--- config.mk ---
export PLATFORM = sky130hd
export DESIGN_NAME = hls_txn_sequencer
export DESIGN_NICKNAME = d
export VERILOG_FILES = /design/src/rtl/hls_seq_pkg.sv /design/src/rtl/ts_fifo.sv /design/src/rtl/hls_txn_sequencer.sv
export SDC_FILE = /design/constraint.sdc
export NUM_CORES = 1
export LEC_CHECK = 0
export ABC_AREA = 1
export CELL_PAD_IN_SITES_DETAIL_PLACEMENT = 1
export CELL_PAD_IN_SITES_GLOBAL_PLACEMENT = 1
export CORE_MARGIN = 2
export CORE_UTILIZATION = 45
export CTS_CLUSTER_DIAMETER = 120
export DETAILED_ROUTE_END_ITERATION = 7
export GPL_ROUTABILITY_DRIVEN = 0
export PLACE_DENSITY = 0.91
export SLEW_MARGIN = 20
export SYNTH_ARGS = -nofsm -noshare
export SYNTH_HDL_FRONTEND = slang
export SYNTH_HIERARCHICAL = 1
export SYNTH_SLANG_ARGS = --single-unit
--- constraint.sdc ---
create_clock -name clock -period 5.6 [get_ports clock]
set_input_delay 0.56 -clock clock [delete_from_list [all_inputs] [get_ports clock]]
set_output_delay 0.56 -clock clock [all_outputs]
set_load 0.05 [all_outputs]
--- src/rtl/hls_seq_pkg.sv ---
// hls_seq_pkg: shared types for the HLS transaction sequencer.
// Holds the sequencer FSM state encoding, the default counter width and
// the latency/timestamp type used by the bench and by default-width builds.
package hls_seq_pkg;

   localparam int DEF_CNT_W = 32;

   typedef logic [DEF_CNT_W-1:0] lat_t;

   typedef enum logic [2:0] {
      S_IDLE  = 3'd0,
      S_ISSUE = 3'd1,
      S_GAP   = 3'd2,
      S_DRAIN = 3'd3,
      S_DONE  = 3'd4
   } seq_state_t;

endpackage

--- src/rtl/ts_fifo.sv ---
// ts_fifo: synchronous DEPTH x W timestamp FIFO holding accept times of outstanding transactions.
// Latency: a push is visible at dout_o/level_o the cycle after it is taken; dout_o is the current head.
// Backpressure: push on full without a pop and pop on empty are dropped; push+pop together is legal when non-empty.
// Ports: clock/reset_n (sync, active-low), push_i/din_i, pop_i/dout_o, full_o, empty_o, level_o.
module ts_fifo #(
   parameter int DEPTH = 8,
   parameter int W     = 32,
   localparam int AW   = $clog2(DEPTH)
) (
   input  logic          clock,
   input  logic          reset_n,
   input  logic          push_i,
   input  logic [W-1:0]  din_i,
   input  logic          pop_i,
   output logic [W-1:0]  dout_o,
   output logic          full_o,
   output logic          empty_o,
   output logic [AW:0]   level_o
);

   localparam logic [AW:0] FULL_LVL = DEPTH[AW:0];

   logic [W-1:0]  mem_q [DEPTH];
   logic [AW-1:0] wr_ptr_q;
   logic [AW-1:0] rd_ptr_q;
   logic [AW:0]   level_q;
   logic          do_push;
   logic          do_pop;

   assign do_pop  = pop_i && (level_q != '0);
   // A pop in the same cycle frees the slot, so a full FIFO can still take a push.
   assign do_push = push_i && ((level_q != FULL_LVL) || do_pop);

   always_ff @(posedge clock) begin
      if (!reset_n) begin
         wr_ptr_q <= '0;
         rd_ptr_q <= '0;
         level_q  <= '0;
      end else begin
         if (do_push) wr_ptr_q <= wr_ptr_q + 1'b1;
         if (do_pop)  rd_ptr_q <= rd_ptr_q + 1'b1;
         case ({do_push, do_pop})
            2'b10:   level_q <= level_q + 1'b1;
            2'b01:   level_q <= level_q - 1'b1;
            default: level_q <= level_q;
         endcase
      end
   end

   // Storage needs no reset: it is only read while level_q is non-zero.
   always_ff @(posedge clock) begin
      if (do_push) mem_q[wr_ptr_q] <= din_i;
   end

   assign dout_o  = mem_q[rd_ptr_q];
   assign full_o  = (level_q == FULL_LVL);
   assign empty_o = (level_q == '0);
   assign level_o = level_q;

endmodule

--- src/rtl/hls_txn_sequencer.sv ---
// hls_txn_sequencer: drives an HLS block over ap_start/ap_ready/ap_done, issuing cfg_txn_count starts with cfg_gap idle cycles.
// Latency: ap_start rises one cycle after go; counters/statistics update the cycle after accept/ap_done; finish one cycle after DONE.
// Backpressure: ap_start holds until ap_ready; it drops while DEPTH transactions are outstanding and resumes after a done.
// Ports: clock/reset_n, go/abort/cfg_* from the test program, ap_* to/from the DUT, busy/finish/txn_*/lat_*/err_overrun status.
module hls_txn_sequencer
   import hls_seq_pkg::*;
#(
   parameter int CNT_W = DEF_CNT_W,
   parameter int DEPTH = 8
) (
   input  logic             clock,
   input  logic             reset_n,
   input  logic             go,
   input  logic             abort,
   input  logic [CNT_W-1:0] cfg_txn_count,
   input  logic [7:0]       cfg_gap,
   output logic             ap_start,
   input  logic             ap_ready,
   input  logic             ap_done,
   output logic             busy,
   output logic             finish,
   output logic [CNT_W-1:0] txn_issued,
   output logic [CNT_W-1:0] txn_done,
   output logic [CNT_W-1:0] lat_last,
   output logic [CNT_W-1:0] lat_min,
   output logic [CNT_W-1:0] lat_max,
   output logic             err_overrun
);

   localparam int              LW         = $clog2(DEPTH) + 1;
   localparam logic [LW-1:0]   ALMOST_LVL = LW'(DEPTH - 1);

   seq_state_t       state_q, state_d;
   logic [CNT_W-1:0] tick_q;
   logic [CNT_W-1:0] cfg_count_q, cfg_count_d;
   logic [7:0]       cfg_gap_q, cfg_gap_d;
   logic [7:0]       gap_cnt_q, gap_cnt_d;
   logic [CNT_W-1:0] txn_issued_q, txn_issued_d;
   logic [CNT_W-1:0] txn_done_q, txn_done_d;
   logic [CNT_W-1:0] lat_last_q, lat_last_d;
   logic [CNT_W-1:0] lat_min_q, lat_min_d;
   logic [CNT_W-1:0] lat_max_q, lat_max_d;
   logic             ap_start_q, ap_start_d;
   logic             busy_q, busy_d;
   logic             finish_q, finish_d;
   logic             err_q, err_d;

   logic             fifo_full, fifo_empty, full_next;
   logic [LW-1:0]    fifo_level;
   logic [CNT_W-1:0] fifo_head, lat;
   logic             accept, bypass, push, pop, done_evt, overrun;

   assign accept   = ap_start_q && ap_ready;
   // Done together with an accept while nothing is queued is the same transaction finishing at once.
   assign bypass   = accept && ap_done && fifo_empty;
   assign push     = accept && !bypass;
   assign pop      = ap_done && !fifo_empty;
   assign done_evt = pop || bypass;
   assign overrun  = ap_done && fifo_empty && !accept;
   assign lat      = bypass ? '0 : (tick_q - fifo_head);

   // ap_start is registered, so it must be gated on the occupancy after this edge.
   assign full_next = pop ? (fifo_full && push)
                          : (fifo_full || (push && (fifo_level == ALMOST_LVL)));

   ts_fifo #(.DEPTH(DEPTH), .W(CNT_W)) u_ts_fifo (
      .clock   (clock),
      .reset_n (reset_n),
      .push_i  (push),
      .din_i   (tick_q),
      .pop_i   (pop),
      .dout_o  (fifo_head),
      .full_o  (fifo_full),
      .empty_o (fifo_empty),
      .level_o (fifo_level)
   );

   always_comb begin
      state_d      = state_q;
      cfg_count_d  = cfg_count_q;
      cfg_gap_d    = cfg_gap_q;
      gap_cnt_d    = gap_cnt_q;
      txn_issued_d = txn_issued_q + CNT_W'(accept);
      txn_done_d   = txn_done_q + CNT_W'(done_evt);
      lat_last_d   = lat_last_q;
      lat_min_d    = lat_min_q;
      lat_max_d    = lat_max_q;
      err_d        = err_q || overrun;
      if (done_evt) begin
         lat_last_d = lat;
         if (lat < lat_min_q) lat_min_d = lat;
         if (lat > lat_max_q) lat_max_d = lat;
      end

      case (state_q)
         S_IDLE, S_DONE: begin
            if (go) begin
               cfg_count_d  = cfg_txn_count;
               cfg_gap_d    = cfg_gap;
               txn_issued_d = '0;
               txn_done_d   = '0;
               lat_last_d   = '0;
               lat_min_d    = '1;
               lat_max_d    = '0;
               err_d        = 1'b0;
               state_d      = (cfg_txn_count == '0) ? S_DONE : S_ISSUE;
            end
         end
         S_ISSUE: begin
            if (abort) begin
               state_d = S_DRAIN;
            end else if (accept) begin
               if (txn_issued_q + CNT_W'(1) == cfg_count_q) begin
                  state_d = S_DRAIN;
               end else if (cfg_gap_q != 8'd0) begin
                  state_d   = S_GAP;
                  gap_cnt_d = cfg_gap_q;
               end
            end
         end
         S_GAP: begin
            // gap_cnt_q holds the idle cycles still to spend, including this one.
            if (abort) begin
               state_d = S_DRAIN;
            end else if (gap_cnt_q == 8'd1) begin
               state_d = S_ISSUE;
            end else begin
               gap_cnt_d = gap_cnt_q - 8'd1;
            end
         end
         S_DRAIN: begin
            if (fifo_empty && !ap_done) state_d = S_DONE;
         end
         default: state_d = S_IDLE;
      endcase

      ap_start_d = (state_d == S_ISSUE) && !full_next;
      busy_d     = state_d inside {S_ISSUE, S_GAP, S_DRAIN};
      // finish trails DONE by a cycle and drops as soon as a new run is launched.
      finish_d   = (state_q == S_DONE) && !go;
   end

   always_ff @(posedge clock) begin
      if (!reset_n) begin
         state_q      <= S_IDLE;
         tick_q       <= '0;
         cfg_count_q  <= '0;
         cfg_gap_q    <= '0;
         gap_cnt_q    <= '0;
         txn_issued_q <= '0;
         txn_done_q   <= '0;
         lat_last_q   <= '0;
         lat_min_q    <= '1;
         lat_max_q    <= '0;
         ap_start_q   <= 1'b0;
         busy_q       <= 1'b0;
         finish_q     <= 1'b0;
         err_q        <= 1'b0;
      end else begin
         state_q      <= state_d;
         tick_q       <= tick_q + 1'b1;
         cfg_count_q  <= cfg_count_d;
         cfg_gap_q    <= cfg_gap_d;
         gap_cnt_q    <= gap_cnt_d;
         txn_issued_q <= txn_issued_d;
         txn_done_q   <= txn_done_d;
         lat_last_q   <= lat_last_d;
         lat_min_q    <= lat_min_d;
         lat_max_q    <= lat_max_d;
         ap_start_q   <= ap_start_d;
         busy_q       <= busy_d;
         finish_q     <= finish_d;
         err_q        <= err_d;
      end
   end

   assign ap_start    = ap_start_q;
   assign busy        = busy_q;
   assign finish      = finish_q;
   assign txn_issued  = txn_issued_q;
   assign txn_done    = txn_done_q;
   assign lat_last    = lat_last_q;
   assign lat_min     = lat_min_q;
   assign lat_max     = lat_max_q;
   assign err_overrun = err_q;

endmodule

== Word level (Yosys, flattened, before mapping) ==
Memories as Yosys holds them, arrays and structs flattened. A register that Yosys moved wholly into a read port is not among the register bits.
Index checks and enable logic that the tools add are counted.

* Flip-flop bits (word level): 257
* Bits in latches: 0
* RAM bits: 256
* Memory bits (read-only): 0
* Bits of input ports: 46
* Word-level logic and storage cells: 126
* Memories: 1

{| class="wikitable"
|+ Memory list
! name !! depth !! bits a word !! rd ports !! clocked after Yosys merged registers in !! write ports !! RTL line !! text
|-
| u_ts_fifo.mem_q || 8 || 32 || 1 || 1 || 1 || ts_fifo.sv:23 || <nowiki>logic [W-1:0] mem_q [DEPTH];</nowiki>
|}

* Add/subtract/negate cells: 10
* $mul: 0
* Div/mod/pow operators: 0
* $lt $le $gt $ge: 2
* Eq/ne operators: 20
* Shift-type cells: 0
* Multiplexer cells: 41
* Bitwise operators: 0
* Reductions and logical operators: 35

{| class="wikitable"
|+ Operators by type and width
! operator !! count
|-
| 32-bit two-way mux || 16
|-
| 32-bit by 1-bit adder with 32-bit output || 2
|-
| 32-bit by 1-bit adder with 32-bit output, second input constant || 2
|-
| 8-bit two-way mux || 6
|-
| 3-bit two-way mux || 11
|-
| 32-bit equality test || 1
|-
| 32-bit greater-than comparator || 1
|-
| 32-bit logical NOT || 1
|-
| 32-bit < comparator || 1
|-
| 32-bit subtractor || 1
|-
| 8-bit case mux with 2 select lines || 1
|-
| 1-bit logical AND || 14
|-
| 3-bit by 2-bit equality test with 1-bit output, second input constant || 4
|-
| 2-bit != test, second input constant || 6
|-
| 3-bit case mux with 4 select lines || 1
|-
| 8-bit by 1-bit equality test with 1-bit output, second input constant || 1
|-
| 4-bit case mux with 2 select lines || 1
|-
| 8-bit nonzero test || 1
|-
| 8-bit by 1-bit subtractor with 8-bit output, second input constant || 1
|-
| 7-bit AND reduction || 1
|-
| 3-bit by 1-bit adder with 3-bit output, second input constant || 2
|-
| 3-bit by 1-bit equality test with 1-bit output, second input constant || 2
|-
| 1-bit logical NOT || 6
|-
| 1-bit two-way mux || 5
|-
| other kinds (16) || 20
|}

== Depth between registers and ports, before layout ==
Gate-level depths: netlist of the first run.

* Depth after elaboration: 10
* Mapped depth: 35
* Mapped depth without buffers: 32

== Cells and area by module ==
The synthesis of the first run kept the hierarchy.

{| class="wikitable"
|+ By module, submodules not included
! module !! instances !! cells an instance !! area an instance (sq um) !! sequential area each (sq um)
|-
| hls_txn_sequencer || 1 || 2354 || 15469.8 || 4944.7
|-
| ts_fifo || 1 || 747 || 10545.1 || 7947.6
|}

== Worst setup path after synthesis of the first run ==
OpenSTA, ideal clock, no wires.

* Kind: register to register
* Start: reg (tool-made name)
* End: reg lat_min_q[22] (netlist: lat_min[22])
* Arrival: 4.163 ns
* Required time: 5.474 ns
* Path slack: 1.312 ns
* Cell stages (with the launch flop): 31
* Path buffers: 4
* Cells stage by stage: dfxtp_1 > buf_4 > buf_12 > buf_8 > mux2i_1 > o22ai_1 > nand2_1 > nand2_1 > ha_1 > inv_1 > fa_1 > nand2_1 > nand2_1 > o21ai_0 > o21ai_0 > a21oi_1 > inv_1 > nand3_1 > nand3_1 > nand2_1 > nor2_1 > ha_1 > nand2_1 > nor2_1 > nand2_1 > o211ai_1 > a2111oi_2 > nand2_1 > clkbuf_1 > a21oi_1 > o21ai_0

{| class="wikitable"
|+ RTL lines
! what !! RTL line !! text
|-
| to (signal assigned) || hls_txn_sequencer.sv:168 || <nowiki>lat_min_q <= lat_min_d;</nowiki>
|-
| to (decl) || hls_txn_sequencer.sv:41 || <nowiki>logic [CNT_W-1:0] lat_min_q, lat_min_d;</nowiki>
|}

==> out/results.tsv, run 1 <==
stage	metric	value	unit
synthesis	synth_flop_cell	dfxtp_1	
drt	m1WireLength	36.27	mm
layout	drive_gt1_frac	0.07227	
worst_setup_path	timing_worst_setup_path_type	reg -> reg	
layout	fin_util	0.5459	
drt	avgViaCountPerCell	5.938	
sta	post-route-period-util	0.9846	
flow_run	maxCapViolations	0	
hold_path	min_path_cells	1	
worst_setup_path	cp.arrival	6.02	ns
synthesis	synth_cell_types	59	
synthesis	synth_seq_cells	516	
clocking	cts_hold_buffers	0	
synthesis	synth_area_leaders	edfxtp_1 30%, dfxtp_1 20%, nand2_1 7.9%	
drt	wl_per_cell	23.36	µm
placement	portBuffers	209	
synthesis	ys_seq_area_frac	0.4956	
synthesis	netlist_area	0.02601	mm²
die	initial_core_util	0.4526	
clocking	tritoncts	yes	
layout	fillers	6758	
drt	wl_met2	47.99	mm
synthesis	async_reset_ff_frac	0	
clocking	cts-root-buf	clkbuf_16	
drt	top_layer	met5	
hold_path	hp-start	txn_done[31]	
sta	timing.slew.headroom	0.4634	
die	die_y	244.4	µm
sta	slew_violations	0	
clocking	htree_num_levels	2	
global_route	grt_pass1_wl	143.9	mm
worst_setup_path	cp-start-kind	flip-flop	
layout	ff_latch_area	0.01290	mm²
global_route	grt_pass1_vias	25844	
synthesis	yosysWarnings	6	
hold_path	min_path_type	reg -> reg	
synthesis	netlist_top_cells_count	547 x nand2_1, 373 x nor2_1, 370 x inv_1	
worst_setup_path	cp-end-kind	flip-flop	
sta	fmax	181.4	MHz
drt	drc	0	
global_route	track_usage	0.3060	
drt	first_iter_violations	2028	
pwr	irDropWorstVdd	306.0	µV
synthesis	synth_edf_count	256	
die	chipWidth	244.4	µm
placement	place_hpwl	61.93	mm
worst_setup_path	r2r_cells	29	
sta	worstMarginPinSlew	0.8040	ns
die	rows	88	
worst_setup_path	r2r_slack	0.09	ns
sta	setup_violations	0	
die	dieArea	0.05975	mm²
synthesis	synth_top_area_frac	0.2955	
clocking	clk_pin_slew	0.06	ns
global_route	antenna_found_initial	1	
synthesis	synth_area_per_cell	8.389	µm²
drt	drtPass1Iterations	7	
pwr	seq_power_share	0.380	
drt	wl_met3	6.589	mm
clocking	cts_sinks	516	
layout	layout.nets	3483	
pwr	combPwrFrac	0.302	
die	io_pins	210	
global_route	globalRouteOverflowTotal	0	
placement	post-place-cells	4020	
drt	ant_nets	0	
layout	multi_input_area	0.01149	mm²
synthesis	syn-instance-count	3101	
pwr	p_sw_frac	0.3656	
worst_setup_path	cp_common_cell	nand2_1	
layout	syn2layout_area_growth	20.61	%
drt	wl	96.75	mm
global_route	grt_start_max_net_pins	106	
status	outcome	finished, final reports clean	
layout	insertedDiodeCount	0	
hold_path	hold_path_end	txn_done[31]	
layout	instances_no_fill	4141	
pwr	leakage	12.52	nW
pwr	power.internal	7.473	mW
pwr	p_per_area	375.4	mW/mm²
die	core	0.05748	mm²
worst_setup_path	crit_fanout	31	
worst_setup_path	cp.required	6.11	ns
pwr	clkPwrFrac	0.318	
pwr	power	11.78	mW
drt	num_vias	24590	
sta	fin_crit	5.514	ns
synthesis	yosysTopAreaCell	edfxtp_1	
clocking	clockBufferDepth	3	
worst_setup_path	critPathMaxStageDelay	0.47	ns
worst_setup_path	crit_slowest_cell	dfxtp_4	
clocking	clk_latency	0.64	ns
clocking	cts-buffers-inserted	55	
sta	timing_hold_violations_final	0	
sta	skew	0.02445	ns
synthesis	synth.most_common_cell	nand2_1	
pwr	switching_power	4.307	mW
worst_setup_path	rr_endpoint	lat_min[27]	
synthesis	syn-num-nets	3255	
## timing repair
| action | in CTS | in global routing |
|---|---|---|
| setup endpoints to repair | 53 | 64 |
| gates cloned | 1 | 4 |
| gates resized for setup | 3 | 61 |
| pin swaps | 0 | 5 |
| buffers inserted | 5 | 7 |
## final cells by class
type	instances	share of cell area
clock buffers	86	0.05248
clock inverters	18	0.006420
inverters	376	0.04522
multi-input cells	2110	0.3663
flip-flops and latches	516	0.4111
well taps	765	0.03051
repair buffers	270	0.08797
## cell families after synthesis
family          Yosys count  synth area share
buf+inv                 475           0.07176
compound gates          688            0.1406
simple gates           1204            0.1992
mux                      64           0.02462
flops                   516            0.4956
fa+ha+maj               108           0.05252
xor+xnor                 46           0.01578
## state kept, by name (all words and copies together), names as in the netlist, 3 cells and up, named ones only
| register | cells |
|---|---|
| cfg_count_q | 32 |
| cfg_gap_q | 8 |
| gap_cnt_q | 8 |
| lat_last | 32 |
| lat_max | 32 |
| lat_min | 32 |
| state_q | 3 |
| tick_q | 32 |
| txn_done | 32 |
| txn_issued | 32 |
| u_ts_fifo/level_o | 4 |
| u_ts_fifo/mem_q | 256 |
| u_ts_fifo/rd_ptr_q | 3 |
| u_ts_fifo/wr_ptr_q | 3 |
## metrics by stage
stage	hold WS [ns]	TNS, ns	area (µm²)	worst slack, ns
6_report	0.4526	0	31380	0.08634
3_3_place_gp	0.4362	0	29090	0.4920
5_1_grt	0.4770	-1.663	31380	-0.1158
4_1_cts	0.4548	0	31030	0.01224
3_5_place_dp	0.4447	0	29090	0.1230
2_1_floorplan	0.4331	0	26020	1.312
## per-layer routing
metal  vias to the layer above  global-route usage
li1                      10959                   -
met1                     12022              0.3496
met2                      1195              0.5466
met3                       412             0.04500
met4                         2              0.1720
met5                         -                   0
## power by group through the flow
| stage | combinational, mW | clock (mW) | sequential [mW] |
|---|---|---|---|
| 3_3_place_gp | 3.10 | 0 | 4.53 |
| 2_1_floorplan | 1.68 | 0 | 5.00 |
| 4_1_cts | 3.39 | 3.77 | 4.47 |
| 6_report | 3.56 | 3.75 | 4.47 |
| 5_1_grt | 3.85 | 3.93 | 4.50 |
| 3_5_place_dp | 3.24 | 0 | 4.54 |
## worst max-delay path by stage
stage	cells after the start	slack, ns	endpoint	startpoint
finish	29	0.09	lat_min[27]	flip-flop
detailed placement	28	0.12	lat_max[13]	flip-flop
CTS	25	0.01	lat_min[8]	flip-flop
floorplan	30	1.31	lat_min[22]	flip-flop
global placement	27	0.49	lat_min[11]	flip-flop
global route	30	-0.12	lat_min[17]	flip-flop
## cells in the final DEF (no fill, tap or decap), types with 7 or more instances in the layout
cell | netlist | final
nand2_1 | 547 | 544
buf_4 | 5 | 46
nand3_1 | 103 | 101
clkinv_1 | 2 | 7
nor3_1 | 54 | 47
nor2_2 | 7 | 19
clkdlybuf4s50_1 | 0 | 208
a21oi_1 | 275 | 271
xor2_1 | 27 | 27
o21ai_0 | 295 | 289
clkbuf_1 | 67 | 19
clkinv_2 | 0 | 7
mux2i_1 | 64 | 64
o22ai_1 | 66 | 66
clkbuf_16 | 0 | 62
nor2_1 | 373 | 351
nand2_2 | 10 | 13
nor2_4 | 10 | 20
o21ai_1 | 3 | 8
nand3b_1 | 9 | 9
nand4_1 | 34 | 34
edfxtp_1 | 256 | 256
o21a_1 | 9 | 9
dfxtp_1 | 260 | 258
clkbuf_8 | 0 | 9
xnor2_1 | 18 | 18
inv_1 | 370 | 370
ha_1 | 106 | 98
nor3_2 | 1 | 7
o21bai_1 | 9 | 8
nor4_1 | 26 | 25
ha_2 | 0 | 8
a211oi_1 | 8 | 8
## worst max-delay path, delay by kind of cell (launching register included)
kind,cells,cell delay (ns)
simple gates,10,1.18
mux,1,0.21
compound gates,10,1.92
fa+ha+maj,2,0.58
buf+inv,6,0.98
flops,1,0.47
Note: power is estimated with default switching activity, not from simulation.
==> run 2: changes to the inputs <==
--- a/config.mk
+++ b/config.mk
@@ -5,15 +5,14 @@
 export SDC_FILE = /design/constraint.sdc
 export NUM_CORES = 1
 export LEC_CHECK = 0
-export ABC_AREA = 1
 export CELL_PAD_IN_SITES_DETAIL_PLACEMENT = 1
 export CELL_PAD_IN_SITES_GLOBAL_PLACEMENT = 1
 export CORE_MARGIN = 2
-export CORE_UTILIZATION = 45
+export CORE_UTILIZATION = 36
 export CTS_CLUSTER_DIAMETER = 120
 export DETAILED_ROUTE_END_ITERATION = 7
 export GPL_ROUTABILITY_DRIVEN = 0
-export PLACE_DENSITY = 0.91
+export PLACE_DENSITY = 0.74
 export SLEW_MARGIN = 20
 export SYNTH_ARGS = -nofsm -noshare
 export SYNTH_HDL_FRONTEND = slang
==> run 2 against run 1 <==
Compared with the run above: critical endpoint is now lat_min[15]; clock power is 2% higher; wire length is 15% lower; the flow now finishes with violations (setup timing); flip-flop and latch count stayed put; core utilization is 7.5 points lower; clock skew is 0.040 ns higher; register-to-register slack worse by 0.43 ns; sequential share of layout area is 1.1 points lower; power is 28% lower; combinational power is 81% lower; synthesized cell count is 27% lower.
==> out/results.tsv, run 2 <==
stage	metric	value	unit	change
synthesis	synth_seq_cells	516		unchanged
global_route	grt_pass1_wl	123.5	mm	was 143.9 mm
synthesis	synth_area_leaders	edfxtp_1 31%, dfxtp_1 21%, ha_1 5.3%		was edfxtp_1 30%, dfxtp_1 20%, nand2_1 7.9%
sta	post-route-period-util	1.062		was 0.9846
layout	final_area	0.03227	mm²	was 0.03138 mm²
pwr	switching_power	2.108	mW	was 4.307 mW
worst_setup_path	rr_endpoint	lat_min[15]		was lat_min[27]
drt	wl	82.45	mm	was 96.75 mm
layout	syn2layout_area_growth	29.18	%	was 20.61%
die	die_y	267.4	µm	was 244.4 µm
layout	insertedDiodeCount	0		unchanged
worst_setup_path	cp-end-kind	flip-flop		unchanged
layout	final_common_cell	dfxtp_1		was nand2_1
synthesis	netlist_top_cells_count	260 x dfxtp_1, 256 x edfxtp_1, 250 x nand2_1		was 547 x nand2_1, 373 x nor2_1, 370 x inv_1
synthesis	syn-num-nets	2407		was 3255
layout	drive_gt1_frac	0.1959		was 0.07227
sta	fmax	168.1	MHz	was 181.4 MHz
sta	rsz0062_at_grt	yes		
pwr	leakage	12.01	nW	was 12.52 nW
synthesis	yosysTopAreaCell	edfxtp_1		unchanged
layout	multi_input_area	0.01199	mm²	was 0.01149 mm²
die	dieArea	0.07151	mm²	was 0.05975 mm²
clocking	clk_pin_slew	0.07	ns	was 0.06 ns
synthesis	yosysWarnings	6		unchanged
clocking	htree_num_levels	2		unchanged
synthesis	synth_area_per_cell	11.09	µm²	was 8.389 µm²
clocking	cts_hold_buffers	0		unchanged
global_route	grt_pass1_vias	20799		was 25844
flow_run	maxCapViolations	0		unchanged
drt	drtPass1Iterations	5		was 7
die	core	0.06859	mm²	was 0.05748 mm²
pwr	irDropWorstVdd	278.1	µV	was 306.0 µV
pwr	seq_power_share	0.472		was 0.380
placement	place_area	0.02893	mm²	was 0.02909 mm²
layout	layout.nets	2761		was 3483
synthesis	synth_cell_types	91		was 59
die	initial_core_util	0.3642		was 0.4526
hold_path	min_path_type	reg -> reg		unchanged
die	chipWidth	267.4	µm	was 244.4 µm
clocking	tritoncts	yes		unchanged
pwr	p_sw_frac	0.2470		was 0.3656
layout	ff_latch_area	0.01290	mm²	about the same
synthesis	synth_top_area_frac	0.3078		was 0.2955
sta	slew_violations	0		unchanged
die	rows	96		was 88
placement	portBuffers	209		unchanged
layout	largest_register	u_ts_fifo/mem_q		unchanged
hold_path	min_path_cells	2		was 1
sta	setup_violations	64		was 0
worst_setup_path	cp.arrival	6.45	ns	was 6.02 ns
sta	fin_ws	-0.3481	ns	was 0.08634 ns
synthesis	synth.most_common_cell	dfxtp_1		was nand2_1
status	outcome	complete, but fails checks		was finished, final reports clean
layout	fillers	7280		was 6758
layout	instances_no_fill	3585		was 4141
pwr	power	8.535	mW	was 11.78 mW
worst_setup_path	cp.required	6.11	ns	about the same
synthesis	ys_seq_area_frac	0.5162		was 0.4956
hold_path	hp-start	lat_last[26]		was txn_done[31]
die	io_pins	210		unchanged
worst_setup_path	crit_fanout	6		was 31
sta	fin_crit	5.948	ns	was 5.514 ns
placement	post-place-cells	3433		was 4020
sta	timing_hold_violations_final	0		unchanged
clocking	cts-buffers-inserted	55		unchanged
worst_setup_path	timing_worst_setup_path_type	reg -> reg		unchanged
synthesis	netlist_area	0.02498	mm²	was 0.02601 mm²
worst_setup_path	cp-start-kind	flip-flop		unchanged
global_route	grt_start_max_net_pins	97		was 106
clocking	clk_latency	0.66	ns	was 0.64 ns
clocking	cts_sinks	516		unchanged
drt	ant_nets	0		unchanged
global_route	antenna_found_initial	3		was 1
hold_path	hold_path_end	lat_last[26]		was txn_done[31]
drt	first_iter_violations	1297		was 2028
clocking	clockBufferDepth	3		unchanged
global_route	track_usage	0.2238		was 0.3060
drt	avgViaCountPerCell	5.447		was 5.938
status	violations	setup timing		
worst_setup_path	r2r_cells	26		was 29
worst_setup_path	r2r_slack	-0.35	ns	was 0.09 ns
synthesis	synth_flop_cell	dfxtp_1		unchanged
drt	wl_per_cell	23.00	µm	was 23.36 µm
sta	timing.slew.headroom	0.3627		was 0.4634
sta	whs	0.4572	ns	was 0.4526 ns
sta	worstMarginPinSlew	0.9559	ns	was 0.8040 ns
drt	num_vias	19528		was 24590
pwr	clkPwrFrac	0.448		was 0.318
sta	skew	0.06486	ns	was 0.02445 ns
synthesis	syn-instance-count	2253		was 3101
global_route	globalRouteOverflowTotal	0		unchanged
clocking	cts-root-buf	clkbuf_16		unchanged
synthesis	async_reset_ff_frac	0		unchanged
drt	drc	0		unchanged
layout	layout_common_cells	258 x dfxtp_1, 256 x edfxtp_1, 235 x nand2_1		was 544 x nand2_1, 370 x inv_1, 351 x nor2_1
pwr	p_per_area	264.5	mW/mm²	was 375.4 mW/mm²
layout	largest_register_ffs	256		unchanged
sta	tns	-12.65	ns	was 0 ns
synthesis	synth_edf_count	256		unchanged
placement	place_hpwl	54.66	mm	was 61.93 mm
pwr	combPwrFrac	0.080		was 0.302
pwr	power.internal	6.427	mW	was 7.473 mW
run 2: cell count changes in the layout (fill, tap and decap cells not counted), sizes merged, moves of 63 or more:
cell	before	now
nand2	563	250
inv	375	128
o21ai	298	63
nor2	392	168
a21oi	275	88
buf	58	189
mux4	0	64
o22ai	66	2
xnor2	19	82
run 2: critical path: stages (launching register included):
cell and delay (ns):
dfxtp_4 0.41, buf_12 0.12, buf_16 0.11, mux4_2 0.48
mux2_2 0.28, inv_2 0.11, ha_4 0.21, buf_4 0.15
a21oi_1 0.12, o21ai_1 0.10, a21oi_2 0.26, buf_4 0.17
o211ai_1 0.17, o21ai_4 0.19, o21bai_1 0.09, a21oi_2 0.21
xor2_2 0.24, nor2_2 0.08, ha_1 0.32, nand2_2 0.08
or4_4 0.52, nor3_4 0.26, o41ai_4 0.13, o211ai_1 0.25
buf_4 0.30, mux2i_1 0.28, nand2_1 0.11
run 2: cell families after synthesis:
| group | Yosys count | synth area share |
|---|---|---|
| buffers and inverters | 230 | 0.03872 |
| AOI/OAI and AO/OA | 366 | 0.1003 |
| DFF | 516 | 0.5162 |
| xor gates and xnor gates | 146 | 0.05119 |
| adders and majority gates | 108 | 0.05470 |
| muxes | 131 | 0.09072 |
| and+or+nand+nor | 756 | 0.1482 |
run 2: final cells by class:
| type | count | share of cell area |
|---|---|---|
| inverter | 127 | 0.01493 |
| clock inverter | 41 | 0.01435 |
| tap | 931 | 0.03610 |
| sequential | 516 | 0.3997 |
| clock buffer | 63 | 0.04452 |
| multi-input combinational | 1507 | 0.3714 |
| timing repair buffer | 400 | 0.1190 |
run 2: worst max path at each step:
stage / startpoint / cells after the start / end
final: flip-flop / 26 / lat_min[15]
after global routing: flip-flop / 26 / lat_min[15]
after CTS: flip-flop / 27 / lat_max[2]
after detailed placement: flip-flop / 23 / lat_min[20]
after global placement: flip-flop / 24 / lat_min[20]
after floorplan: flip-flop / 25 / lat_max[12]
run 2: per-stage QoR:
stage	utilization	worst slack (ns)
final	0.4705	-0.3481
after global routing	0.4705	-0.4808
after CTS	0.4642	-0.09175
after detailed placement	0.4218	-0.9525
after global placement	0.4218	-0.8272
after floorplan	-	0.1013
run 2: power groups by stage:
stage	clock network (mW)	registers (mW)	logic (mW)
after floorplan	0	4.15	0.308
after global placement	0	4.11	0.580
after detailed placement	0	4.11	0.600
after CTS	3.88	4.03	0.653
after global routing	4.05	4.04	0.733
final	3.82	4.03	0.679
run 2: metal layers:
| layer | track usage | part of all wire |
|---|---|---|
| met5 | 0 | 0.00034 |
| met4 | 0.05952 | 0.027 |
| met3 | 0.04974 | 0.065 |
| met2 | 0.3904 | 0.50 |
| met1 | 0.2783 | 0.41 |
run 2: what timing repair did:
action	in CTS	in global routing
setup buffers	29	15
gates cloned	9	2
pin swaps	53	53
setup endpoints to repair	64	64
resized for setup	122	84
==> run 3: changes to the inputs <==
--- a/config.mk
+++ b/config.mk
@@ -13,6 +13,7 @@
 export DETAILED_ROUTE_END_ITERATION = 7
 export GPL_ROUTABILITY_DRIVEN = 0
 export PLACE_DENSITY = 0.74
+export SKIP_CTS_REPAIR_TIMING = 1
 export SLEW_MARGIN = 20
 export SYNTH_ARGS = -nofsm -noshare
 export SYNTH_HDL_FRONTEND = slang
==> run 3 against run 2 <==
Compared with the run above: the run still ends with setup timing left; non-clock buffer count shrank 14; design area is 0.75% lower; clock power about the same; sequential share of layout area grew 0.30 points; clock skew up 0.010 ns; worst hold slack got worse by 0.0022 ns; first-iteration DRC count rose by 3.7%; power decreased by 0.13%; critical path type unchanged; highest routed layer unchanged.
==> out/results.tsv, run 3 (same netlist as run 2, synthesis figures left out) <==
stage	metric	value	unit	change
global_route	grt_start_max_net_pins	97		unchanged
layout	largest_register	u_ts_fifo/mem_q		unchanged
drt	num_vias	19321		was 19528
clocking	clockBufferDepth	3		unchanged
worst_setup_path	cp.required	6.09	ns	was 6.11 ns
worst_setup_path	r2r_slack	-0.14	ns	was -0.35 ns
placement	place_hpwl	54.66	mm	unchanged
drt	drc	0		unchanged
clocking	tritoncts	yes		unchanged
global_route	grt_pass1_wl	118.9	mm	was 123.5 mm
drt	avgViaCountPerCell	5.411		was 5.447
layout	syn2layout_area_growth	28.21	%	was 29.18%
sta	worstMarginPinSlew	0.9812	ns	was 0.9559 ns
worst_setup_path	critPathMaxStageDelay	0.50	ns	was 0.52 ns
worst_setup_path	cp-end-kind	flip-flop		unchanged
worst_setup_path	crit_slowest_cell	or4_4		unchanged
die	io_pins	210		unchanged
clocking	clk_pin_slew	0.07	ns	about the same
global_route	track_usage	0.2139		was 0.2238
die	core	0.06859	mm²	unchanged
die	dieArea	0.07151	mm²	unchanged
layout	fin_util	0.4669		was 0.4705
clocking	cts-buffers-inserted	55		unchanged
die	rows	96		unchanged
sta	slew_violations	0		unchanged
hold_path	hp-start	lat_last[26]		unchanged
worst_setup_path	rr_endpoint	lat_min[21]		was lat_min[15]
worst_setup_path	crit_fanout	7		was 6
global_route	globalRouteOverflowTotal	0		unchanged
worst_setup_path	cp_num_buf_inv	7		was 6
layout	fillers	7276		was 7280
worst_setup_path	cp.arrival	6.23	ns	was 6.45 ns
layout	layout.nets	2747		was 2761
status	outcome	complete, but fails checks		unchanged
sta	fin_ws	-0.1435	ns	was -0.3481 ns
die	chipWidth	267.4	µm	unchanged
pwr	power	8.523	mW	was 8.535 mW
placement	portBuffers	209		unchanged
sta	tns	-3.000	ns	was -12.65 ns
sta	timing_hold_violations_final	0		unchanged
layout	layout_common_cells	258 x dfxtp_1, 256 x edfxtp_1, 242 x nand2_1		was 258 x dfxtp_1, 256 x edfxtp_1, 235 x nand2_1
status	violations	setup timing		unchanged
sta	fmax	174.1	MHz	was 168.1 MHz
sta	skew	0.07532	ns	was 0.06486 ns
global_route	antenna_found_initial	1		was 3
drt	drtPass1Iterations	5		unchanged
worst_setup_path	cp_common_cell	buf_6		was buf_4
pwr	p_per_area	266.2	mW/mm²	was 264.5 mW/mm²
drt	ant_nets	0		unchanged
global_route	grt_pass1_vias	20275		was 20799
layout	insertedDiodeCount	0		unchanged
clocking	cts-root-buf	clkbuf_16		unchanged
sta	timing.slew.headroom	0.3459		was 0.3627
sta	post-route-period-util	1.026		was 1.062
worst_setup_path	timing_worst_setup_path_type	reg -> reg		unchanged
hold_path	min_path_type	reg -> reg		unchanged
clocking	cts_sinks	516		unchanged
drt	wl_per_cell	22.56	µm	was 23.00 µm
layout	drive_gt1_frac	0.1848		was 0.1959
clocking	clk_latency	0.67	ns	was 0.66 ns
pwr	leakage	11.91	nW	was 12.01 nW
die	die_y	267.4	µm	unchanged
layout	largest_register_ffs	256		unchanged
sta	rsz0062_at_grt	yes		unchanged
clocking	htree_num_levels	2		unchanged
worst_setup_path	cp-start-kind	flip-flop		unchanged
layout	final_common_cell	dfxtp_1		unchanged
flow_run	maxCapViolations	0		unchanged
sta	setup_violations	54		was 64
drt	wl	80.55	mm	was 82.45 mm
drt	first_iter_violations	1345		was 1297
pwr	irDropWorstVdd	274.2	µV	was 278.1 µV
hold_path	min_path_cells	2		unchanged
die	initial_core_util	0.3642		unchanged
hold_path	hold_path_end	lat_last[26]		unchanged
worst_setup_path	r2r_cells	26		unchanged
worst_setup_path	crit_family	compound AO/OA/AOI/OAI gates		unchanged
sta	fin_crit	5.744	ns	was 5.948 ns
-- run 3: changes by cell type in the layout (fill, tap and decap cells not counted), moves of 7 or more --
cell	previous run	this run
buf_6	6	16
buf_12	13	6
buf_4	165	147
nand2_1	235	242
nand2_2	13	6
-- run 3: final cells by class --
type | instances | area (µm²) | share of cell area
flip-flops and latches | 516 | 12900 | 0.4027
clock inverters | 41 | 462.9 | 0.01446
inverters | 127 | 479.2 | 0.01496
clock buffers | 63 | 1436 | 0.04485
multi-input cells | 1507 | 11910 | 0.3719
repair buffers | 386 | 3674 | 0.1147
well taps | 931 | 1165 | 0.03637
-- run 3: power breakdown --
part           leakage (nW)  internal (mW)  switching [mW]
clock                 0.928           2.18            1.64
combinational          6.53          0.256           0.411
sequential             4.45           3.98          0.0494
-- run 3: tightest hold or removal path: stages, from the launching register on --
cell	delay [ns]
dfxtp_1	0.31
nand2_1	0.05
a21oi_1	0.05
-- run 3: metal layers --
metal	global-route usage	vias to the layer above	wire (µm)
met1	0.2701	9893	34460
met2	0.3707	445	39480
met3	0.04616	123	4450
met4	0.05375	4	2138
li1	-	8856	-
met5	0	-	23
-- run 3: worst max-delay path by stage --
stage,start,to,slack [ns],cells past startpoint
2_1_floorplan,flip-flop,lat_max[12],0.10,25
3_3_place_gp,flip-flop,lat_min[20],-0.83,24
3_5_place_dp,flip-flop,lat_min[20],-0.95,23
4_1_cts,flip-flop,lat_min[30],-1.05,24
5_1_grt,flip-flop,lat_max[8],-0.35,28
6_report,flip-flop,lat_min[21],-0.14,26
-- run 3: through the flow --
stage	instance area (µm²)	hold slack, ns	setup slack [ns]	cells
6_report	32020	0.4550	-0.1435	3571
5_1_grt	32020	0.4777	-0.3500	3571
4_1_cts	30830	0.4591	-1.054	3537
3_5_place_dp	28930	0.4469	-0.9525	3433
3_3_place_gp	28930	0.4433	-0.8272	3433
2_1_floorplan	24990	0.4487	0.1013	2253
